$ cat src/rtl/sram_port_arbiter_if.sv
// sram_port_arbiter_if: handshake and data bus between one requester (master) and the arbiter (slave).
interface sram_port_arbiter_if #(
    parameter int DATA_WIDTH = 8,
    parameter int ADDR_WIDTH = 10
);
    logic                  req;
    logic                  we;
    logic [ADDR_WIDTH-1:0] addr;
    logic [DATA_WIDTH-1:0] din;
    logic                  ack;
    logic                  valid;
    logic [DATA_WIDTH-1:0] dout;

    modport master (output req, we, addr, din, input ack, valid, dout);
    modport slave  (input req, we, addr, din, output ack, valid, dout);
endinterface

$ cat src/rtl/sram_port_arbiter.sv
// sram_port_arbiter: shares one synchronous SRAM port between requesters A and B.
// Define ARB_FIXED_PRIO_EN for fixed A-over-B priority; default is round-robin.
module sram_port_arbiter #(
    parameter int DATA_WIDTH = 8,
    parameter int ADDR_WIDTH = 10
) (
    input  logic                  clk,
    input  logic                  rst,
    sram_port_arbiter_if.slave    portA,
    sram_port_arbiter_if.slave    portB,
    output logic                  ram_cen_o,
    output logic                  ram_we_o,
    output logic [ADDR_WIDTH-1:0] ram_addr_o,
    output logic [DATA_WIDTH-1:0] ram_data_o,
    input  logic [DATA_WIDTH-1:0] ram_q_i
);

    logic                  ackA_q, ackA_d;
    logic                  ackB_q, ackB_d;
    logic                  ramCen_q, ramCen_d;
    logic                  ramWe_q, ramWe_d;
    logic [ADDR_WIDTH-1:0] ramAddr_q, ramAddr_d;
    logic [DATA_WIDTH-1:0] ramData_q, ramData_d;
    logic                  rdA_q, rdA_d;
    logic                  rdB_q, rdB_d;
    logic                  validA_q, validA_d;
    logic                  validB_q, validB_d;
    logic [DATA_WIDTH-1:0] doutA_q, doutA_d;
    logic [DATA_WIDTH-1:0] doutB_q, doutB_d;
    logic                  eligA, eligB;
    logic                  grantA, grantB;
`ifndef ARB_FIXED_PRIO_EN
    logic                  lastB_q, lastB_d;
`endif

    // A requester in its ack cycle is not eligible, which prevents double issue of one request.
    always_comb begin
        eligA = portA.req & ~ackA_q;
        eligB = portB.req & ~ackB_q;
`ifdef ARB_FIXED_PRIO_EN
        grantA = eligA;
        grantB = eligB & ~eligA;
`else
        grantA  = eligA & (~eligB | lastB_q);
        grantB  = eligB & (~eligA | ~lastB_q);
        lastB_d = grantB ? 1'b1 : (grantA ? 1'b0 : lastB_q);
`endif
        ackA_d    = grantA;
        ackB_d    = grantB;
        ramCen_d  = grantA | grantB;
        ramWe_d   = 1'b0;
        ramAddr_d = ramAddr_q;
        ramData_d = ramData_q;
        if (grantA) begin
            ramWe_d   = portA.we;
            ramAddr_d = portA.addr;
            ramData_d = portA.din;
        end else if (grantB) begin
            ramWe_d   = portB.we;
            ramAddr_d = portB.addr;
            ramData_d = portB.din;
        end
        rdA_d    = grantA & ~portA.we;
        rdB_d    = grantB & ~portB.we;
        validA_d = rdA_q;
        validB_d = rdB_q;
        // ram_q is only meaningful in the valid cycle; it is captured then and held afterwards.
        doutA_d  = validA_q ? ram_q_i : doutA_q;
        doutB_d  = validB_q ? ram_q_i : doutB_q;
    end

    always_ff @(posedge clk) begin
        if (rst) begin
            ackA_q    <= 1'b0;
            ackB_q    <= 1'b0;
            ramCen_q  <= 1'b0;
            ramWe_q   <= 1'b0;
            ramAddr_q <= '0;
            ramData_q <= '0;
            rdA_q     <= 1'b0;
            rdB_q     <= 1'b0;
            validA_q  <= 1'b0;
            validB_q  <= 1'b0;
            doutA_q   <= '0;
            doutB_q   <= '0;
`ifndef ARB_FIXED_PRIO_EN
            lastB_q   <= 1'b1;
`endif
        end else begin
            ackA_q    <= ackA_d;
            ackB_q    <= ackB_d;
            ramCen_q  <= ramCen_d;
            ramWe_q   <= ramWe_d;
            ramAddr_q <= ramAddr_d;
            ramData_q <= ramData_d;
            rdA_q     <= rdA_d;
            rdB_q     <= rdB_d;
            validA_q  <= validA_d;
            validB_q  <= validB_d;
            doutA_q   <= doutA_d;
            doutB_q   <= doutB_d;
`ifndef ARB_FIXED_PRIO_EN
            lastB_q   <= lastB_d;
`endif
        end
    end

    assign portA.ack   = ackA_q;
    assign portA.valid = validA_q;
    assign portA.dout  = doutA_d;
    assign portB.ack   = ackB_q;
    assign portB.valid = validB_q;
    assign portB.dout  = doutB_d;

    assign ram_cen_o  = ramCen_q;
    assign ram_we_o   = ramWe_q;
    assign ram_addr_o = ramAddr_q;
    assign ram_data_o = ramData_q;

endmodule

$ cat src/flat_wrapper.sv
// flat-port wrapper written by rule: the top's interface ports become plain ports
module sram_port_arbiter_flat 
#(
    parameter int DATA_WIDTH = 8,
    parameter int ADDR_WIDTH = 10
)
  (clk, rst, ram_cen_o, ram_we_o, ram_addr_o, ram_data_o, ram_q_i, portA_req, portA_we, portA_addr, portA_din, portA_ack, portA_valid, portA_dout, portB_req, portB_we, portB_addr, portB_din, portB_ack, portB_valid, portB_dout);
  sram_port_arbiter_if #(.DATA_WIDTH(DATA_WIDTH), .ADDR_WIDTH(ADDR_WIDTH)) portA_i ();
  sram_port_arbiter_if #(.DATA_WIDTH(DATA_WIDTH), .ADDR_WIDTH(ADDR_WIDTH)) portB_i ();
  input  logic clk;
  input  logic rst;
  output logic ram_cen_o;
  output logic ram_we_o;
  output logic [ADDR_WIDTH-1:0] ram_addr_o;
  output logic [DATA_WIDTH-1:0] ram_data_o;
  input  logic [DATA_WIDTH-1:0] ram_q_i;
  input wire logic [$bits(portA_i.req)-1:0] portA_req;
  input wire logic [$bits(portA_i.we)-1:0] portA_we;
  input wire logic [$bits(portA_i.addr)-1:0] portA_addr;
  input wire logic [$bits(portA_i.din)-1:0] portA_din;
  output wire logic [$bits(portA_i.ack)-1:0] portA_ack;
  output wire logic [$bits(portA_i.valid)-1:0] portA_valid;
  output wire logic [$bits(portA_i.dout)-1:0] portA_dout;
  input wire logic [$bits(portB_i.req)-1:0] portB_req;
  input wire logic [$bits(portB_i.we)-1:0] portB_we;
  input wire logic [$bits(portB_i.addr)-1:0] portB_addr;
  input wire logic [$bits(portB_i.din)-1:0] portB_din;
  output wire logic [$bits(portB_i.ack)-1:0] portB_ack;
  output wire logic [$bits(portB_i.valid)-1:0] portB_valid;
  output wire logic [$bits(portB_i.dout)-1:0] portB_dout;
  assign portA_i.req = portA_req;
  assign portA_i.we = portA_we;
  assign portA_i.addr = portA_addr;
  assign portA_i.din = portA_din;
  assign portA_ack = portA_i.ack;
  assign portA_valid = portA_i.valid;
  assign portA_dout = portA_i.dout;
  assign portB_i.req = portB_req;
  assign portB_i.we = portB_we;
  assign portB_i.addr = portB_addr;
  assign portB_i.din = portB_din;
  assign portB_ack = portB_i.ack;
  assign portB_valid = portB_i.valid;
  assign portB_dout = portB_i.dout;
  sram_port_arbiter #(.DATA_WIDTH(DATA_WIDTH), .ADDR_WIDTH(ADDR_WIDTH)) u_core (.clk(clk), .rst(rst), .portA(portA_i), .portB(portB_i), .ram_cen_o(ram_cen_o), .ram_we_o(ram_we_o), .ram_addr_o(ram_addr_o), .ram_data_o(ram_data_o), .ram_q_i(ram_q_i));
endmodule
$ cat config.mk
export PLATFORM = sky130hd
export DESIGN_NAME = sram_port_arbiter_flat
export DESIGN_NICKNAME = d
export VERILOG_FILES = /design/src/rtl/sram_port_arbiter_if.sv /design/src/rtl/sram_port_arbiter.sv /design/src/flat_wrapper.sv
export SDC_FILE = /design/constraint.sdc
export NUM_CORES = 1
export LEC_CHECK = 0
export BUFFER_PORTS_ARGS = -buffer_cell sky130_fd_sc_hd__buf_2
export CELL_PAD_IN_SITES_DETAIL_PLACEMENT = 0
export CELL_PAD_IN_SITES_GLOBAL_PLACEMENT = 1
export CORE_MARGIN = 1.5
export CORE_UTILIZATION = 37
export CTS_BUF_LIST = sky130_fd_sc_hd__clkbuf_8 sky130_fd_sc_hd__clkbuf_16
export CTS_CLUSTER_SIZE = 8
export DETAILED_ROUTE_END_ITERATION = 16
export GPL_TIMING_DRIVEN = 0
export PLACE_DENSITY = 0.85
export SLEW_MARGIN = 20
export SYNTH_ARGS = -nofsm -noshare
export SYNTH_HDL_FRONTEND = slang
export SYNTH_SLANG_ARGS = --single-unit
export TNS_END_PERCENT = 1
$ cat constraint.sdc
create_clock -name clk -period 4.1 [get_ports clk]
set_clock_uncertainty 0.2 [all_clocks]
set_input_delay 0.205 -clock clk [delete_from_list [all_inputs] [get_ports clk]]
set_output_delay 0.205 -clock clk [all_outputs]
set_load 0.01 [all_outputs]
-- Yosys cells after proc, flatten, opt, wreduce, memory -nomap -nowiden
Index checks and enable logic that the tools add are counted.
W data, S select, Z words.
- output and inout port bits: 40
- input port bits: 50
- bits in latches: 0
- memories: 0
- word-level logic and storage cells: 39
- register bits: 43
- ROM bits: 0
- memory bits (writable): 0
- equality and inequality tests: 0
- order comparisons: 0
- divide/modulo/power cells: 0
- reductions and logical operators: 2
- bitwise logic cells: 16
- muxes and demuxes: 8
- shift operators: 0
- $add $sub $neg: 0
- multipliers: 0
- operators with widths (kind ; number):
    $mux W8 ; 4
    $mux W10 ; 2
    $not A1 Y1 ; 7
    $and A1 B1 Y1 ; 6
    $or A1 B1 Y1 ; 3
    $mux W1 ; 2
    $reduce_bool A2 Y1 ; 1
    $reduce_or A2 Y1 ; 1

-- Longest topological paths before layout
- depth after elaboration: 7
- gate-level depth with buffers: 5
- mapped depth without buffers: 3

-- Worst setup path after synthesis
No wires, ideal clock.
- path kind: register to register
- start: reg u_core.ackA_q, in the netlist u_core.portA.ack
- end: reg u_core.ramAddr_q[0], in the netlist u_core.ram_addr_o[0]
- arrival time: 1102 ps
- clock period less this slack: 1421 ps
- path slack: 2679 ps
- data required time: 3780 ps
- buffers on the path: 2
- cell stages (with the launch flop): 6
- setup time: 120 ps
- path through: dfxtp_1 nor2b_4 buf_6 nor3_4 buf_6 a211o_1
- longest elaborated chain between the ends: 6
- elaborated cells on any way between the ends: 8
- classes of those cells: mux (1); bitwise (6); reduce/logical (1)
- ends and longest elaborated chain (what ; RTL line ; source):
    start, declared ; sram_port_arbiter.sv:18 ; logic ackA_q, ackA_d;
    start signal, assigned ; sram_port_arbiter.sv:90 ; ackA_q <= ackA_d;
    $not A1 Y1 * ; sram_port_arbiter.sv:38 ; eligA = portA.req & ~ackA_q;
    $and A1 B1 Y1 * ; sram_port_arbiter.sv:38 ;
    $not A1 Y1 ; sram_port_arbiter.sv:45 ; grantB = eligB & (~eligA | ~lastB_q);
    $or A1 B1 Y1 ; sram_port_arbiter.sv:45 ;
    $and A1 B1 Y1 ; sram_port_arbiter.sv:45 ;
    $reduce_bool A2 Y1 (no line) ; n/a ;
    end signal, assigned ; sram_port_arbiter.sv:94 ; ramAddr_q <= ramAddr_d;
    end, declared ; sram_port_arbiter.sv:22 ; logic [ADDR_WIDTH-1:0] ramAddr_q, ramAddr_d;
Mark *: on every way between the ends. The rest lies on a longest branch, timed or not.
A chain may end at the register's enable or synchronous reset.

-- Worst setup path after layout
- start: reg u_core.validB_q, in the netlist u_core.portB.valid
- end: out portB_dout[6]
- longest elaborated chain between the ends: 1
- ends and longest elaborated chain (what ; RTL line ; source):
    start, declared ; sram_port_arbiter.sv:27 ; logic validB_q, validB_d;
    start signal, assigned ; sram_port_arbiter.sv:99 ; validB_q <= validB_d;
    $mux W8 ; sram_port_arbiter.sv:69 ; doutB_d = validB_q ? ram_q_i : doutB_q;
    end, declared ; flat_wrapper.sv:30 ; output wire logic [$bits(portB_i.dout)-1:0] portB_dout;
No other way between the ends.

==> results.tsv <==
stage	metric	value	unit
logic_synthesis	synth_nets	233	
power	p_leak	1.36	nW
logic_synthesis	ys_ff_latch	43	
final_layout	nets	330	
setup_path	critPathLaunchType	register	
timing	hold_violations	0	
setup_path	setup.worst_path.end	portB_dout[6]	
placed_design	pre_cts_ws	2.55	ns
logic_synthesis	syn_area_per_cell	10.9	um2
setup_path	reg2reg_setup_slack	2.54	ns
logic_synthesis	synth_xor_area_share	0	%
timing	setup_viol	0	
placed_design	port_buffers	88	
floorplanning	io_pins	90	
floorplanning	initial_utilization	38.7	%
timing	fmax	567	MHz
cts	cts_tree	yes	
cts	cts.repair.resized	0	
logic_synthesis	seq_area_frac_synth	43.0	%
floorplanning	dieArea	5860	um2
cts	insertion_delay	0.29	ns
routing	vias	1760	
timing	fin_ws	2.34	ns
floorplanning	die_h	76.5	um
power	p_per_area	360	nW/um2
logic_synthesis	yosys.area.top_type	dfxtp_1	
setup_path	path_class	reg -> out	
global_route	antenna_found_initial	0	
worst_hold_path	worstHoldStart	ram_q_i[2]	
final_layout	area_growth	33.3	%
setup_path	path_max_fanout	8	
global_route	grt_pass1_vias	1727	
logic_synthesis	ys_warn_count	0	
setup_path	rr_endpoint	u_core.ram_addr_o[4]$_SDFFE_PP0P_	
logic_synthesis	syn-cell-area	2000	um2
final_layout	antenna_cells	0	
cts	hold_buffers	2	
placed_design	dp_hpwl	3590	um
global_route	gr-total-overflow	0	
routing	routed_wl	4950	um
setup_path	arrival	1.36	ns
logic_synthesis	yosysUniqueCellTypes	25	
floorplanning	rows	26	
floorplanning	die_width	76.5	um
cts	cts_root_buf	clkbuf_8	
logic_synthesis	synthAdderAreaFrac	0	%
timing	setup_tns	0	ns
cts	cts_buffer_depth	2	
global_route	grt_usage	17.8	%
logic_synthesis	synth_top_family_by_area	compound AO/OA/AOI/OAI gates	
power	p_total	0.959	mW
setup_path	cp-startpoint	u_core.portB.valid$_SDFF_PP0_	
setup_path	cp-end-kind	output pin	
routing	viasPerCell	5.01	
routing	drc	0	
timing	worst_pin_slew	0.525	ns
routing	antenna_left	0	
timing	drv_slew	0	
run	maxCapViolations	0	
logic_synthesis	synthMuxAreaShare	9.51	%
logic_synthesis	synth_top_area_share	43.0	%
logic_synthesis	synth.area.top_cells	dfxtp_1 (43%), mux2_2 (9.0%), a211o_1 (7.9%), nor4b_1 (7.9%), a2111oi_2 (6.0%)	
cts	cts_made_buffers	5	
floorplanning	core	5170	um2
setup_path	r2r_cells	5	
power	ir_drop	0.000166	V
timing	grt_setup_unrepaired	no	
worst_hold_path	hold_path.class	in -> reg	
timing	relSlewSlack	65.0	%
logic_synthesis	synthSimpleGateAreaFrac	18.5	%
setup_path	r2r-start	u_core.portA.ack$_SDFF_PP0_	
timing	post-route-period-util	43.0	%
routing	first_iter_violations	70	
timing	fin_hold_ws	0.0734	ns
cts	clock-sinks	43	
logic_synthesis	syn_inst	183	
cts	post_cts_buffers	0	
cts	h-tree-depth	2	
placed_design	place_congestion	0.772	
setup_path	required	3.69	ns
timing	min_period	1.76	ns
final_layout	layout-drive-gt1-share	50.5	%
routing	drt-wirelength-per-cell	14.1	um
logic_synthesis	synth_compound_area_share	19.6	%
routing	dr.pass1.iters	4	
cts	clk_pin_slew_worst_paths	0.08	ns
outcome	status	finished, final reports clean	
final_layout	utilization	51.5	%
global_route	grt_pass1_wl	8130	um
global_route	grt_max_degree	14	
final_layout	fillers	487	
[cell type report]
cell class | instances | area [um2] | area share (%)
Multi-Input combinational cell | 102 | 953 | 35.8
Sequential cell | 43 | 861 | 32.3
Timing Repair Buffer | 90 | 460 | 17.3
Buffer | 20 | 119 | 4.46
Tap cell | 70 | 87.6 | 3.28
Clock buffer | 6 | 82.6 | 3.10
Inverter | 18 | 67.6 | 2.53
Clock inverter | 2 | 35.0 | 1.31
[flip-flops by register name (all words and copies together), names as in the netlist, 8 cells and up]
signal / count
u_core.ram_addr_o: 10
u_core.doutB_q: 8
u_core.ram_data_o: 8
u_core.doutA_q: 8
[where the power goes]
group,internal [mW],switching [mW]
Sequential,0.441,0.0112
Combinational,0.0783,0.0873
Clock,0.197,0.144
[critical path: stages, from the launching register on]
cell	delay, ns
dfxtp_1	0.33
buf_2	0.23
mux2_2	0.37
buf_2	0.14
[cells by family after synthesis]
group	after synthesis
mux	17
buf+inv	38
compound gates	39
simple gates	46
flops	43
[cell usage in the layout, fill, tap and decap left out, drive strengths merged]
master / synthesis / routed
a2111oi: 18 / 18
a211o: 18 / 18
a211oi: 1 / 1
a21oi: 1 / 1
a22o: 1 / 1
buf: 17 / 105
bufinv: 0 / 1
clkbuf: 3 / 9
clkinv: 0 / 1
dfxtp: 43 / 43
dlygate4sd3: 0 / 2
inv: 18 / 18
mux2: 16 / 16
mux2i: 1 / 1
nand2b: 3 / 3
nor2b: 21 / 21
nor3: 2 / 2
nor3b: 1 / 1
nor4: 1 / 1
nor4b: 18 / 18
[stage by stage]
| stage | cell area, um2 | cells |
|---|---|---|
| floorplan | 2000 | 183 |
| global placement | 2530 | 341 |
| detailed placement | 2530 | 341 |
| CTS | 2670 | 351 |
| global route | 2670 | 351 |
| finish | 2670 | 351 |
[metal layers]
layer	vias up	share of wire (%)	global-route usage, %
met5	-	0	0
met1	825	47	22.6
met4	0	1.3	6.11
met2	64	46	28.8
li1	867	-	-
met3	4	5.3	5.03
[worst min path at each step]
stage	endpoint	slack, ns	cells after the start
CTS	u_core.doutA_q[2]$_SDFF_PP0_	0.07	3
floorplan	u_core.rdB_q$_SDFF_PP0_	0.08	1
finish	u_core.doutA_q[2]$_SDFF_PP0_	0.07	3
global placement	u_core.rdB_q$_SDFF_PP0_	0.19	2
global route	u_core.doutB_q[5]$_SDFF_PP0_	0.07	3
detailed placement	u_core.rdB_q$_SDFF_PP0_	0.19	2
[synthesized netlist by cell type]
master,count
dfxtp_1,43
nor2b_1,19
a211o_1,18
inv_1,18
nor4b_1,18
mux2_2,16
buf_2,11
a2111oi_0,9
a2111oi_2,8
buf_6,4
clkbuf_1,3
buf_1,2
nand2b_1,2
a2111oi_1,1
a211oi_2,1
a21oi_1,1
a22o_1,1
mux2i_1,1
nand2b_4,1
nor2b_2,1
nor2b_4,1
nor3_2,1
nor3_4,1
nor3b_2,1
nor4_1,1
No activity file was read; power rests on OpenSTA's default activity.
